File: config.mk
export PLATFORM = sky130hd
export DESIGN_NAME = writeback_arbiter_flat
export DESIGN_NICKNAME = d
export VERILOG_FILES = /design/src/rtl/writeback_arbiter_pkg.sv /design/src/rtl/writeback_arbiter_if.sv /design/src/rtl/writeback_scoreboard.sv /design/src/rtl/writeback_arbiter.sv /design/src/flat_wrapper.sv
export SDC_FILE = /design/constraint.sdc
export NUM_CORES = 1
export LEC_CHECK = 0
export CORE_AREA = 4 4 99 101
export DETAILED_ROUTE_END_ITERATION = 7
export DIE_AREA = 0 0 103 105
export MAX_ROUTING_LAYER = met4
export PLACE_DENSITY = 0.86
export REMOVE_ABC_BUFFERS = 1
export SYNTH_ARGS = -nofsm -noshare
export SYNTH_HDL_FRONTEND = slang
export SYNTH_HIERARCHICAL = 1
export SYNTH_SLANG_ARGS = --single-unit
File: constraint.sdc
create_clock -name i_Clock -period 2.6 [get_ports i_Clock]
set_input_delay 0.39 -clock i_Clock [delete_from_list [all_inputs] [get_ports i_Clock]]
set_output_delay 0.39 -clock i_Clock [all_outputs]
set_load 0.05 [all_outputs]
File: src/rtl/writeback_arbiter_pkg.sv
// Shared widths and write-back source tags for the register file
// write side.
package writeback_arbiter_pkg;

  localparam int XLEN           = 32;
  localparam int REG_ADDR_WIDTH = 5;
  localparam int NUM_REGS       = 1 << REG_ADDR_WIDTH;

  typedef logic [XLEN-1:0]           xlen_t;
  typedef logic [REG_ADDR_WIDTH-1:0] reg_addr_t;

  typedef enum logic {
    WB_SRC_ALU  = 1'b0,
    WB_SRC_LOAD = 1'b1
  } wb_src_e;

  typedef struct packed {
    logic      en;
    reg_addr_t addr;
    xlen_t     data;
  } wb_port_t;

endpackage

File: src/rtl/writeback_arbiter_if.sv
// Result channels, load issue/query and register file write port
// seen by the write-back arbiter.
interface writeback_arbiter_if;
  import writeback_arbiter_pkg::*;

  logic      alu_valid;
  reg_addr_t alu_rd;
  xlen_t     alu_data;
  logic      alu_ready;

  logic      load_valid;
  reg_addr_t load_rd;
  xlen_t     load_data;
  logic      load_ready;

  logic      issue_valid;
  reg_addr_t issue_rd;

  reg_addr_t query_addr_1;
  reg_addr_t query_addr_2;
  logic      query_busy_1;
  logic      query_busy_2;

  logic      write_enable;
  reg_addr_t write_addr;
  xlen_t     write_data;

  modport master (
    output alu_valid, alu_rd, alu_data,
    input  alu_ready,
    output load_valid, load_rd, load_data,
    input  load_ready,
    output issue_valid, issue_rd,
    output query_addr_1, query_addr_2,
    input  query_busy_1, query_busy_2,
    input  write_enable, write_addr, write_data
  );

  modport slave (
    input  alu_valid, alu_rd, alu_data,
    output alu_ready,
    input  load_valid, load_rd, load_data,
    output load_ready,
    input  issue_valid, issue_rd,
    input  query_addr_1, query_addr_2,
    output query_busy_1, query_busy_2,
    output write_enable, write_addr, write_data
  );

endinterface

File: src/rtl/writeback_scoreboard.sv
// Pending-load bitmap: one bit per register, x0 never pending.
// Set beats clear when both hit the same index.
module writeback_scoreboard
  import writeback_arbiter_pkg::*;
(
  input  logic      i_Clock,
  input  logic      i_Reset,
  input  logic      i_Set,
  input  reg_addr_t i_Set_Rd,
  input  logic      i_Clear,
  input  reg_addr_t i_Clear_Rd,
  input  reg_addr_t i_Query_Addr_1,
  input  reg_addr_t i_Query_Addr_2,
  output logic      o_Busy_1,
  output logic      o_Busy_2
);

  logic [NUM_REGS-1:0] pending;
  logic [NUM_REGS-1:0] pending_nxt;

  always_comb begin
    pending_nxt = pending;
    if (i_Clear)
      pending_nxt[i_Clear_Rd] = 1'b0;
    if (i_Set)
      pending_nxt[i_Set_Rd] = 1'b1;
    pending_nxt[0] = 1'b0;
  end

  always_ff @(posedge i_Clock or posedge i_Reset) begin
    if (i_Reset)
      pending <= '0;
    else
      pending <= pending_nxt;
  end

  assign o_Busy_1 = pending[i_Query_Addr_1]
                  && (i_Query_Addr_1 != '0);
  assign o_Busy_2 = pending[i_Query_Addr_2]
                  && (i_Query_Addr_2 != '0);

endmodule

File: src/rtl/writeback_arbiter.sv
// Merges ALU and load results onto the single register file write
// port, with load priority bounded by an ALU starvation counter.
module writeback_arbiter
  import writeback_arbiter_pkg::*;
#(
  parameter int STARVE_LIMIT = 4
) (
  input  logic i_Clock,
  input  logic i_Reset,
  input  logic i_Enable,
  writeback_arbiter_if.slave wb
);

  localparam int CW = $clog2(STARVE_LIMIT + 1);
  localparam logic [CW-1:0] LIMIT = CW'(STARVE_LIMIT);

  logic [CW-1:0] starve;
  logic [CW-1:0] starve_nxt;
  logic          grant_alu;
  logic          grant_load;
  logic          accept;
  wb_src_e       src;
  reg_addr_t     sel_rd;
  xlen_t         sel_data;
  wb_port_t      port;

  // Load normally wins; a starved ALU gets one guaranteed slot.
  always_comb begin
    grant_load = wb.load_valid
              && (!wb.alu_valid || starve != LIMIT);
    grant_alu  = wb.alu_valid && !grant_load;
  end

  assign wb.alu_ready  = i_Enable && grant_alu;
  assign wb.load_ready = i_Enable && grant_load;
  assign accept = wb.alu_ready || wb.load_ready;
  assign src    = grant_load ? WB_SRC_LOAD : WB_SRC_ALU;

  always_comb begin
    sel_rd   = wb.alu_rd;
    sel_data = wb.alu_data;
    unique case (src)
      WB_SRC_LOAD: begin
        sel_rd   = wb.load_rd;
        sel_data = wb.load_data;
      end
      WB_SRC_ALU: begin
        sel_rd   = wb.alu_rd;
        sel_data = wb.alu_data;
      end
    endcase
  end

  always_comb begin
    starve_nxt = starve;
    if (i_Enable) begin
      if (wb.alu_valid && !grant_alu)
        starve_nxt = (starve == LIMIT) ? starve
                                       : starve + 1'b1;
      else
        starve_nxt = '0;
    end
  end

  always_ff @(posedge i_Clock or posedge i_Reset) begin
    if (i_Reset) begin
      starve <= '0;
      port   <= '0;
    end else begin
      starve  <= starve_nxt;
      port.en <= accept && (sel_rd != '0);
      if (accept) begin
        port.addr <= sel_rd;
        port.data <= sel_data;
      end
    end
  end

  assign wb.write_enable = port.en;
  assign wb.write_addr   = port.addr;
  assign wb.write_data   = port.data;

  writeback_scoreboard u_sb (
    .i_Clock        (i_Clock),
    .i_Reset        (i_Reset),
    .i_Set          (i_Enable && wb.issue_valid
                     && wb.issue_rd != '0),
    .i_Set_Rd       (wb.issue_rd),
    .i_Clear        (wb.load_ready),
    .i_Clear_Rd     (wb.load_rd),
    .i_Query_Addr_1 (wb.query_addr_1),
    .i_Query_Addr_2 (wb.query_addr_2),
    .o_Busy_1       (wb.query_busy_1),
    .o_Busy_2       (wb.query_busy_2)
  );

endmodule

File: src/flat_wrapper.sv
// flat-port wrapper written by rule: the top's interface ports become plain ports
module writeback_arbiter_flat import writeback_arbiter_pkg::*;
#(
  parameter int STARVE_LIMIT = 4
)
  (i_Clock, i_Reset, i_Enable, wb_alu_valid, wb_alu_rd, wb_alu_data, wb_alu_ready, wb_load_valid, wb_load_rd, wb_load_data, wb_load_ready, wb_issue_valid, wb_issue_rd, wb_query_addr_1, wb_query_addr_2, wb_query_busy_1, wb_query_busy_2, wb_write_enable, wb_write_addr, wb_write_data);
  writeback_arbiter_if wb_i ();
  input  logic i_Clock;
  input  logic i_Reset;
  input  logic i_Enable;
  input wire logic [$bits(wb_i.alu_valid)-1:0] wb_alu_valid;
  input wire logic [$bits(wb_i.alu_rd)-1:0] wb_alu_rd;
  input wire logic [$bits(wb_i.alu_data)-1:0] wb_alu_data;
  output wire logic [$bits(wb_i.alu_ready)-1:0] wb_alu_ready;
  input wire logic [$bits(wb_i.load_valid)-1:0] wb_load_valid;
  input wire logic [$bits(wb_i.load_rd)-1:0] wb_load_rd;
  input wire logic [$bits(wb_i.load_data)-1:0] wb_load_data;
  output wire logic [$bits(wb_i.load_ready)-1:0] wb_load_ready;
  input wire logic [$bits(wb_i.issue_valid)-1:0] wb_issue_valid;
  input wire logic [$bits(wb_i.issue_rd)-1:0] wb_issue_rd;
  input wire logic [$bits(wb_i.query_addr_1)-1:0] wb_query_addr_1;
  input wire logic [$bits(wb_i.query_addr_2)-1:0] wb_query_addr_2;
  output wire logic [$bits(wb_i.query_busy_1)-1:0] wb_query_busy_1;
  output wire logic [$bits(wb_i.query_busy_2)-1:0] wb_query_busy_2;
  output wire logic [$bits(wb_i.write_enable)-1:0] wb_write_enable;
  output wire logic [$bits(wb_i.write_addr)-1:0] wb_write_addr;
  output wire logic [$bits(wb_i.write_data)-1:0] wb_write_data;
  assign wb_i.alu_valid = wb_alu_valid;
  assign wb_i.alu_rd = wb_alu_rd;
  assign wb_i.alu_data = wb_alu_data;
  assign wb_alu_ready = wb_i.alu_ready;
  assign wb_i.load_valid = wb_load_valid;
  assign wb_i.load_rd = wb_load_rd;
  assign wb_i.load_data = wb_load_data;
  assign wb_load_ready = wb_i.load_ready;
  assign wb_i.issue_valid = wb_issue_valid;
  assign wb_i.issue_rd = wb_issue_rd;
  assign wb_i.query_addr_1 = wb_query_addr_1;
  assign wb_i.query_addr_2 = wb_query_addr_2;
  assign wb_query_busy_1 = wb_i.query_busy_1;
  assign wb_query_busy_2 = wb_i.query_busy_2;
  assign wb_write_enable = wb_i.write_enable;
  assign wb_write_addr = wb_i.write_addr;
  assign wb_write_data = wb_i.write_data;
  writeback_arbiter #(.STARVE_LIMIT(STARVE_LIMIT)) u_core (.i_Clock(i_Clock), .i_Reset(i_Reset), .i_Enable(i_Enable), .wb(wb_i));
endmodule
Yosys cells after proc, flatten, opt, wreduce, memory -nomap -nowiden
Cells that the tools add are included.
- register bits after elaboration: 72
- output and inout bits: 42
- word-level logic and storage cells: 56
- add/sub/neg operators: 1
- magnitude comparators: 6
- equality and inequality tests: 3
- muxes and demuxes: 15
- bitwise operators: 4
- reductions and logical operators: 22
- operator list (cell ; count):
    $mux 32 ; 2
    $pmux 32 s2 ; 1
    $and 32x32->32 ; 1
    $not 32->32 ; 1
    $or 32x32->32 ; 1
    $lt 5x6->1 const B ; 4
    $reduce_bool 5->1 ; 4
    $logic_and 1x1->1 ; 12
    $bmux 1 s5 ; 2
    $demux 1 s5 ; 2
    $ge 5x1->1 const B ; 2
    $pmux 5 s2 ; 1
    $mux 3 ; 2
    $mux 1 ; 5
    $add 3x1->3 const B ; 1
    $eq 3x3->1 const B ; 1
    $logic_not 1->1 ; 3
    $ne 3x3->1 const B ; 1
    $logic_or 1x1->1 ; 2
    $ne 2x2->1 const B ; 1
    $reduce_and 2->1 ; 1
    $not 1->1 ; 1

Logic depth before layout (Yosys ltp)
Gate-level depths: netlist of the first run.
- depth in word-level cells: 9
- mapped depth: 8

By module
Netlist of the first run, hierarchy kept.
- by module, submodules not included (module ; times used ; cells an instance ; area each (µm²) ; sequential area each (µm²)):
    writeback_arbiter ; 1 ; 242 ; 2113.3 ; 1026.0
    writeback_scoreboard ; 1 ; 194 ; 1935.6 ; 775.7

Least setup slack after synthesis of the first run
Ideal clock, no wire load.
- kind: reg-to-reg
- start: register u_core.starve[0]
- end: register u_core.u_sb.pending[8]
- setup time: 129 ps
- arrival time: 2289 ps
- path slack: 182 ps
- stages on the path, launching flop included: 9
- path buffers: 1
- period minus slack after synthesis: 2418 ps
- cell sequence: dfrtp_1 inv_1 ha_1 nand3_2 clkbuf_1 and3_1 or3b_2 o21ai_0 o21ai_0
- longest elaborated chain between the ends: 7
- ends and longest elaborated chain (item ; line ; RTL):
    start: declaration ; writeback_arbiter.sv:17 ; logic [CW-1:0] starve;
    start signal: assignment ; writeback_arbiter.sv:70 ; starve <= starve_nxt;
    $ne 3x3->1 (*) ; writeback_arbiter.sv:30 ; && (!wb.alu_valid || starve != LIMIT);
    $logic_or 1x1->1 (*) ; writeback_arbiter.sv:30 ;
    $logic_and 1x1->1 (*) ; writeback_arbiter.sv:30 ;
    $logic_and 1x1->1 (*) ; writeback_arbiter.sv:35 ; assign wb.load_ready = i_Enable && grant_load;
    named net wb_load_ready ; flat_wrapper.sv:18 ; output wire logic [$bits(wb_i.load_ready)-1:0] wb_load_ready;
    $mux 32 (*) ; writeback_scoreboard.sv:23 ; if (i_Clear)
    $or 32x32->32 (no line) ; n/a ;
    $mux 32 (*) ; writeback_scoreboard.sv:25 ; if (i_Set)
    named net u_core.u_sb.pending_nxt[8] ; writeback_scoreboard.sv:19 ; logic [NUM_REGS-1:0] pending_nxt;
    end signal: assignment ; writeback_scoreboard.sv:34 ; pending <= pending_nxt;
    end: declaration ; writeback_scoreboard.sv:18 ; logic [NUM_REGS-1:0] pending;
The timed path passes the listed nets; every way through them passes the cells marked *.
A chain may end at the register's enable or synchronous reset.

Worst setup path in the final report of the first run
- start: input port wb_query_addr_1[1]
- end: output port wb_query_busy_1
- longest elaborated chain between the ends: 3
- ends and longest elaborated chain (item ; line ; RTL):
    start: declaration ; flat_wrapper.sv:21 ; input wire logic [$bits(wb_i.query_addr_1)-1:0] wb_query_addr_1;
    $bmux 1 s5 ; writeback_scoreboard.sv:37 ; assign o_Busy_1 = pending[i_Query_Addr_1]
    $mux 1 (not written as such) ; writeback_scoreboard.sv:37 ;
    $logic_and 1x1->1 (*) ; writeback_scoreboard.sv:38 ; && (i_Query_Addr_1 != '0);
    end: declaration ; flat_wrapper.sv:23 ; output wire logic [$bits(wb_i.query_busy_1)-1:0] wb_query_busy_1;
Mark *: on every way between the ends. The rest lies on a longest branch, timed or not. The select of a mux whose other input is x is not followed.

==> key figures, run 1 <==
Status
  • Outcome: completed

Floorplan
  • Die width: 103 µm
  • Std-Cell Rows: 35
  • Initial Utilization: 44.88%
  • Die Area: 10820 µm²
  • CORE AREA: 9021 µm²
  • Io pins: 137
  • Die Y: 105 µm

Worst setup path
  • Internal reg-to-reg setup slack: 0.58 ns
  • Crit path max-delay family: compound AO/OA/AOI/OAI gates
  • Cells along the critical path: clkdlybuf4s50_1 > mux2_1 > o311ai_2 > a221oi_1 > a221o_1 > buf_4
  • CP max stage delay: 0.49 ns
  • Slowest library cell on the worst path: clkdlybuf4s50_1
  • Startpoint types: input port
  • Worst EP arrival: 2.18 ns
  • WP data required: 2.21 ns
  • Buffers & Inverters on Critical Path: 2
  • Crit Path Class: input port to primary output
  • Critical path fanouts, max: 2
  • Crit. End Element: primary output

Worst hold path
  • HP Class: input port to async pin

CTS
  • H-tree depth: 3
  • Clk sinks: 72
  • Root Driver: clkbuf_8
  • Clock-pin slew on the worst setup and hold paths: 0.07 ns
  • Number of CTS-inserted buffers: 9
  • CTS max path bufs: 2
  • Worst skew pair latency: 0.34 ns
  • Post-CTS Hold Fix Bufs: 0
  • CTS tree: built

Yosys
  • Fraction of synthesized area in multiplexers: 8.313%
  • Most used DFF post-synth: dfrtp_1
  • Flop and latch count out of synthesis: 72
  • Compound-Gate Fraction of Synth Area: 19.93%
  • Synth Instances: 436
  • Number of library cell types mapped by synthesis: 49
  • Synth Area in Adders: 0.6180%
  • Post-synth EDFFs: 0
  • Post-Syn Area per Cell: 9.286 µm²
  • Simple-Gate Fraction of Synth Area: 21.85%
  • Sequential share of the synthesized area: 44.50%
  • Post-Synth XOR/XNOR Area: 0%
  • Largest family of logic cells by synthesized area: simple AND/OR/NAND/NOR gates
  • Synth warn: 6
  • Mapped cell area: 4049 µm²
  • Ys async rst share: 100.0%

Power and ir drop
  • Pwr dens: 617.5 nW/µm²
  • Worst IR Drop VDD: 0.3989 mV
  • LEAKAGE: 2.309 nW

STA
  • Worst Hold Slack: 0.3720 ns
  • Slew @ Worst Pin: 0.5567 ns
  • Clock Skew: 0.006135 ns
  • Tcrit/Tclk final: 98.83%
  • Fmax: 0.3892 GHz
  • Tmin final: 2.570 ns
  • Final worst setup slack: 0.03034 ns
  • # setup viols final: 0
  • Hold Vio Cnt, Final: 0
  • Max-slew headroom: 62.77%
  • Slew Viols, Final: 0

Cells and area
  • Commonest non-fill, non-tap cell in the layout: clkdlybuf4s50_1
  • Layout cells sized above 1: 10.42%
  • Post-Layout Cell Count: 687
  • Fin util: 64.08%
  • Fin nets: 668
  • Most frequent cells in the layout: 128 x clkdlybuf4s50_1, 83 x nand2_1, 72 x dfrtp_1
  • Area growth syn-to-layout: 42.77%
  • Diode count: 0

Route
  • DRC violation total after the first TritonRoute iteration: 307
  • Wire length per cell: 20.08 µm
  • Final wirelength: 13790 µm
  • Via Count: 4228
  • Detailed Routing Iterations Pass 1: 5
  • Final ANT Viol Nets: 0
  • Via/cell ratio: 6.154
  • DRC violations left: 0

Placement
  • Place WS: -0.03752 ns
  • Detail Placement HPWL: 10270 µm
  • RD Place Congestion: 1.022
  • # placed instances: 671
  • I/O Buffers: 136

GRT
  • Largest net degree at the start of global routing: 36
  • Vias in the first global route: 4206
  • Initial antenna violation count: 0
  • Gr usage total: 26.05%
  • Remaining global-route overflow: 0
  • First-pass GRT wire length: 21440 µm

Run
  • Max-capacitance violation count: 0
[what timing repair did]
item	CTS	global route
pin swaps	0	1
cloned	0	0
setup buffers	0	0
resized for setup	2	9
setup endpoints to repair	2	2
[cell families after synthesis]
logic type,after synthesis
compound gates,125
mux,26
buf+inv,40
simple gates,171
fa+ha+maj,2
flops,72
[worst paths after layout]
path / from / end / cells after the start
setup / recovery: wb_query_addr_1[1] / wb_query_busy_1 / 6
hold / removal: i_Reset / u_core/wb.write_data[24] / 2
setup reg to reg: u_core/starve[0] / u_core/u_sb/pending[16] / 7
hold reg to reg: u_core/wb.write_data[9] / u_core/wb.write_data[9] / 2
max in group asynchronous: i_Reset / u_core/wb.write_addr[0] / 3
min in group i_Clock: i_Enable / u_core/starve[0] / 2
[Yosys cell counts (2+ instances only)]
cell / instances / area (µm²)
a2111oi_0: 2 / 17.52
a2111oi_1: 2 / 20.02
a221o_1: 2 / 20.02
a221oi_1: 2 / 17.52
a22o_1: 2 / 17.52
a311oi_1: 2 / 17.52
a31oi_1: 2 / 12.51
a32oi_1: 2 / 17.52
and4bb_1: 2 / 25.02
buf_1: 2 / 7.510
buf_2: 11 / 55.05
buf_4: 2 / 15.01
buf_6: 3 / 33.78
clkbuf_1: 15 / 56.30
dfrtp_1: 72 / 1802
ha_1: 2 / 25.02
inv_1: 7 / 26.28
mux2_1: 2 / 22.52
mux2_2: 5 / 56.30
mux2_4: 2 / 30.03
mux2i_1: 13 / 130.1
mux4_1: 2 / 52.55
mux4_2: 2 / 45.04
nand2_1: 83 / 311.6
nand3_1: 7 / 35.03
nand3b_1: 10 / 75.07
nand4_1: 39 / 244.0
nor2_1: 6 / 22.52
nor2b_1: 5 / 31.28
nor3b_1: 2 / 15.01
nor4_1: 2 / 12.51
o211ai_1: 37 / 277.8
o21ai_0: 62 / 310.3
o22ai_1: 4 / 25.02
o311a_1: 2 / 20.02
or3_1: 3 / 18.77
or3b_2: 4 / 35.03
[state kept, by name, indices dropped and copies added, names as in the netlist]
signal / count
u_core/starve: 3
u_core/wb.write_data: 32
u_core/wb.write_addr: 5
u_core/wb.write_enable: 1
u_core/u_sb/pending: 31
[per-layer routing]
layer	vias to the layer above	track usage, %	part of all wire, %
li1	1915	-	-
met1	2024	33.79	38
met2	245	39.87	48
met3	44	5.607	9.7
met4	0	9.713	3.9
met5	-	-	0
[area by class of cell]
| type | count | area, µm² |
|---|---|---|
| clock buffer | 14 | 162.7 |
| fill | 717 | 3241 |
| tap | 111 | 138.9 |
| clock inverter | 2 | 37.54 |
| sequential | 72 | 1802 |
| timing repair buffer | 157 | 1529 |
| inverter | 7 | 26.28 |
| multi-input combinational | 324 | 2085 |
[where the power goes]
group          internal, W  total, W  leakage [nW]  switching (W)
registers          0.00130   0.00146         0.900       0.000158
clock network     0.000498  0.000893        0.0969       0.000395
logic             0.000500   0.00121          1.31       0.000715
[metrics by stage]
step / power (W) / setup TNS, ns / area, µm²
floorplan: 0.002091 / 0 / 3881
global placement: 0.002642 / -0.003314 / 5549
detailed placement: 0.002676 / -0.07084 / 5549
CTS: 0.003559 / 0 / 5747
global route: 0.003728 / -0.01401 / 5781
finish: 0.003570 / 0 / 5781
No activity file was read; power rests on OpenSTA's default activity.
==> inputs of run 2 (changes only) <==
- CORE_AREA: 4 4 99 101 -> 4 4 113 115
- DIE_AREA: 0 0 103 105 -> 0 0 117 119
- GPL_TIMING_DRIVEN: unset -> 0
- PLACE_DENSITY: 0.86 -> 0.69
==> key figures, run 2 (synthesized netlist as in run 1, its figures left out) <==
Route
  • Detailed Routing Iterations Pass 1: 5
  • DRC violation total after the first TritonRoute iteration: 370
  • Final wirelength: 14840 µm
  • Final ANT Viol Nets: 0
  • Wire length per cell: 20.93 µm
  • Via/cell ratio: 5.896
  • DRC violations left: 0
  • Via Count: 4180

Worst setup path
  • Cells along the critical path: clkdlybuf4s18_2 > mux4_1 > o22ai_1 > a2111oi_1 > a221o_1 > buf_2
  • Critical path fanouts, max: 12
  • Worst EP arrival: 2.10 ns
  • Crit path max-delay family: multiplexers
  • Worst setup path start: wb_query_addr_1[0]
  • Crit. End Element: primary output
  • R2R Path End: u_core/u_sb/pending[4]
  • Slowest library cell on the worst path: mux4_1
  • Reg2Reg Depth: 7
  • Buffers & Inverters on Critical Path: 2
  • Critical path depth: 6
  • WP data required: 2.21 ns
  • R2R Path Start: u_core/starve[0]
  • Crit Path Class: input port to primary output
  • CP max stage delay: 0.60 ns
  • Critical path destination: wb_query_busy_1
  • Internal reg-to-reg setup slack: 0.44 ns
  • Startpoint types: input port

Cells and area
  • Fin util: 49.24%
  • Commonest non-fill, non-tap cell in the layout: clkdlybuf4s50_1
  • Layout cells sized above 1: 8.897%
  • Post-Layout Cell Count: 709
  • Final Cell Area: 5816 µm²
  • Most frequent cells in the layout: 121 x clkdlybuf4s50_1, 83 x nand2_1, 72 x dfrtp_1
  • Area growth syn-to-layout: 43.63%
  • Max FFs per register: 32
  • Diode count: 0
  • Fin nets: 656

Floorplan
  • Io pins: 137
  • Initial Utilization: 34.28%
  • Die Y: 119 µm
  • Std-Cell Rows: 40
  • CORE AREA: 11810 µm²
  • Die width: 117 µm
  • Die Area: 13920 µm²

CTS
  • Number of CTS-inserted buffers: 9
  • Post-CTS setup buffer count: 0
  • H-tree depth: 3
  • CTS tree: built
  • Clk sinks: 72
  • Clock-pin slew on the worst setup and hold paths: 0.06 ns
  • Post-CTS Hold Fix Bufs: 0
  • Worst skew pair latency: 0.33 ns
  • Root Driver: clkbuf_16
  • CTS max path bufs: 2

Placement
  • Cell Area, Placed: 5492 µm²
  • Place WS: -1.165 ns
  • Detail Placement HPWL: 9624 µm
  • RD Place Congestion: 0.9258
  • # placed instances: 689
  • I/O Buffers: 136

GRT
  • Largest net degree at the start of global routing: 49
  • Initial antenna violation count: 0
  • First-pass GRT wire length: 23350 µm
  • Vias in the first global route: 4267
  • Remaining global-route overflow: 0
  • Gr usage total: 22.31%

STA
  • Slew Viols, Final: 0
  • # setup viols final: 0
  • Final worst setup slack: 0.1085 ns
  • Slew @ Worst Pin: 0.8459 ns
  • Max-slew headroom: 43.61%
  • Tmin final: 2.491 ns
  • Fmax: 0.4014 GHz
  • Clock Skew: 0.004937 ns
  • Hold Vio Cnt, Final: 0
  • RSZ-0062 raised after global routing: no
  • Tcrit/Tclk final: 95.83%

Power and ir drop
  • Pwr dens: 644.1 nW/µm²
  • Pwr Total: 0.003746 W
  • Worst IR Drop VDD: 0.3109 mV
  • LEAKAGE: 2.289 nW

Status
  • Outcome: completed

Worst hold path
  • HP Class: input port to async pin

Run
  • Max-capacitance violation count: 0
## run 2: changes by cell type in the layout (fill, tap and decap cells not counted), moves of 3 or more
cell,change
clkbuf_8,-10
buf_4,-22
clkdlybuf4s50_1,-7
buf_2,+6
buf_16,+3
clkbuf_16,+9
## run 2: final cells by class
class	count	area, µm²
Multi-Input combinational cell	328	2111
Tap cell	147	183.9
Fill cell	1132	5996
Clock inverter	1	5.005
Inverter	7	26.28
Clock buffer	13	250.2
Timing Repair Buffer	141	1438
Sequential cell	72	1802
## run 2: layer usage
| layer | vias up | GRT usage, % | part of all wire, % |
|---|---|---|---|
| li1 | 1892 | - | - |
| met3 | 22 | 8.841 | 12 |
| met1 | 2021 | 28.93 | 41 |
| met2 | 245 | 31.72 | 45 |
| met5 | - | - | 0 |
| met4 | 0 | 7.599 | 1.8 |
## run 2: power by group
part | switching, W | total, W | internal (W)
logic | 0.000719 | 0.00121 | 0.000490
registers | 0.000127 | 0.00143 | 0.00131
clock network | 0.000443 | 0.00110 | 0.000660
total | 0.00129 | 0.00375 | 0.00246
## run 2: what timing repair did
action	in CTS	in global routing
endpoints found under the setup margin	32	2
cloned	3	1
gates resized for setup	43	6
pin swaps	1	0
## run 2: worst min-delay path by stage
stage                                  start                        to  slack (ns)  depth (start not counted)
floorplan            u_core/u_sb/pending[11]   u_core/u_sb/pending[11]        0.47                          2
global placement    u_core/wb.write_data[18]  u_core/wb.write_data[18]        0.48                          2
detailed placement   u_core/wb.write_addr[1]   u_core/wb.write_addr[1]        0.49                          2
CTS                                  i_Reset  u_core/wb.write_data[22]        0.32                          2
global route                         i_Reset  u_core/wb.write_data[22]        0.36                          2
finish                               i_Reset  u_core/wb.write_data[22]        0.32                          2
## run 2: worst reg2reg max path, delay by kind of cell, from the launching register on
| kind | cells | cell delay [ns] |
|---|---|---|
| compound gates | 2 | 0.30 |
| fa+ha+maj | 1 | 0.24 |
| buf+inv | 1 | 0.08 |
| flops | 1 | 0.36 |
| simple gates | 3 | 1.05 |
## run 2: per-stage QoR
step / TNS [ns] / hold slack, ns
2_1_floorplan: 0 / 0.4750
3_3_place_gp: -75.01 / 0.4770
3_5_place_dp: -20.85 / 0.4852
4_1_cts: 0 / 0.3239
5_1_grt: 0 / 0.3560
6_report: 0 / 0.3200
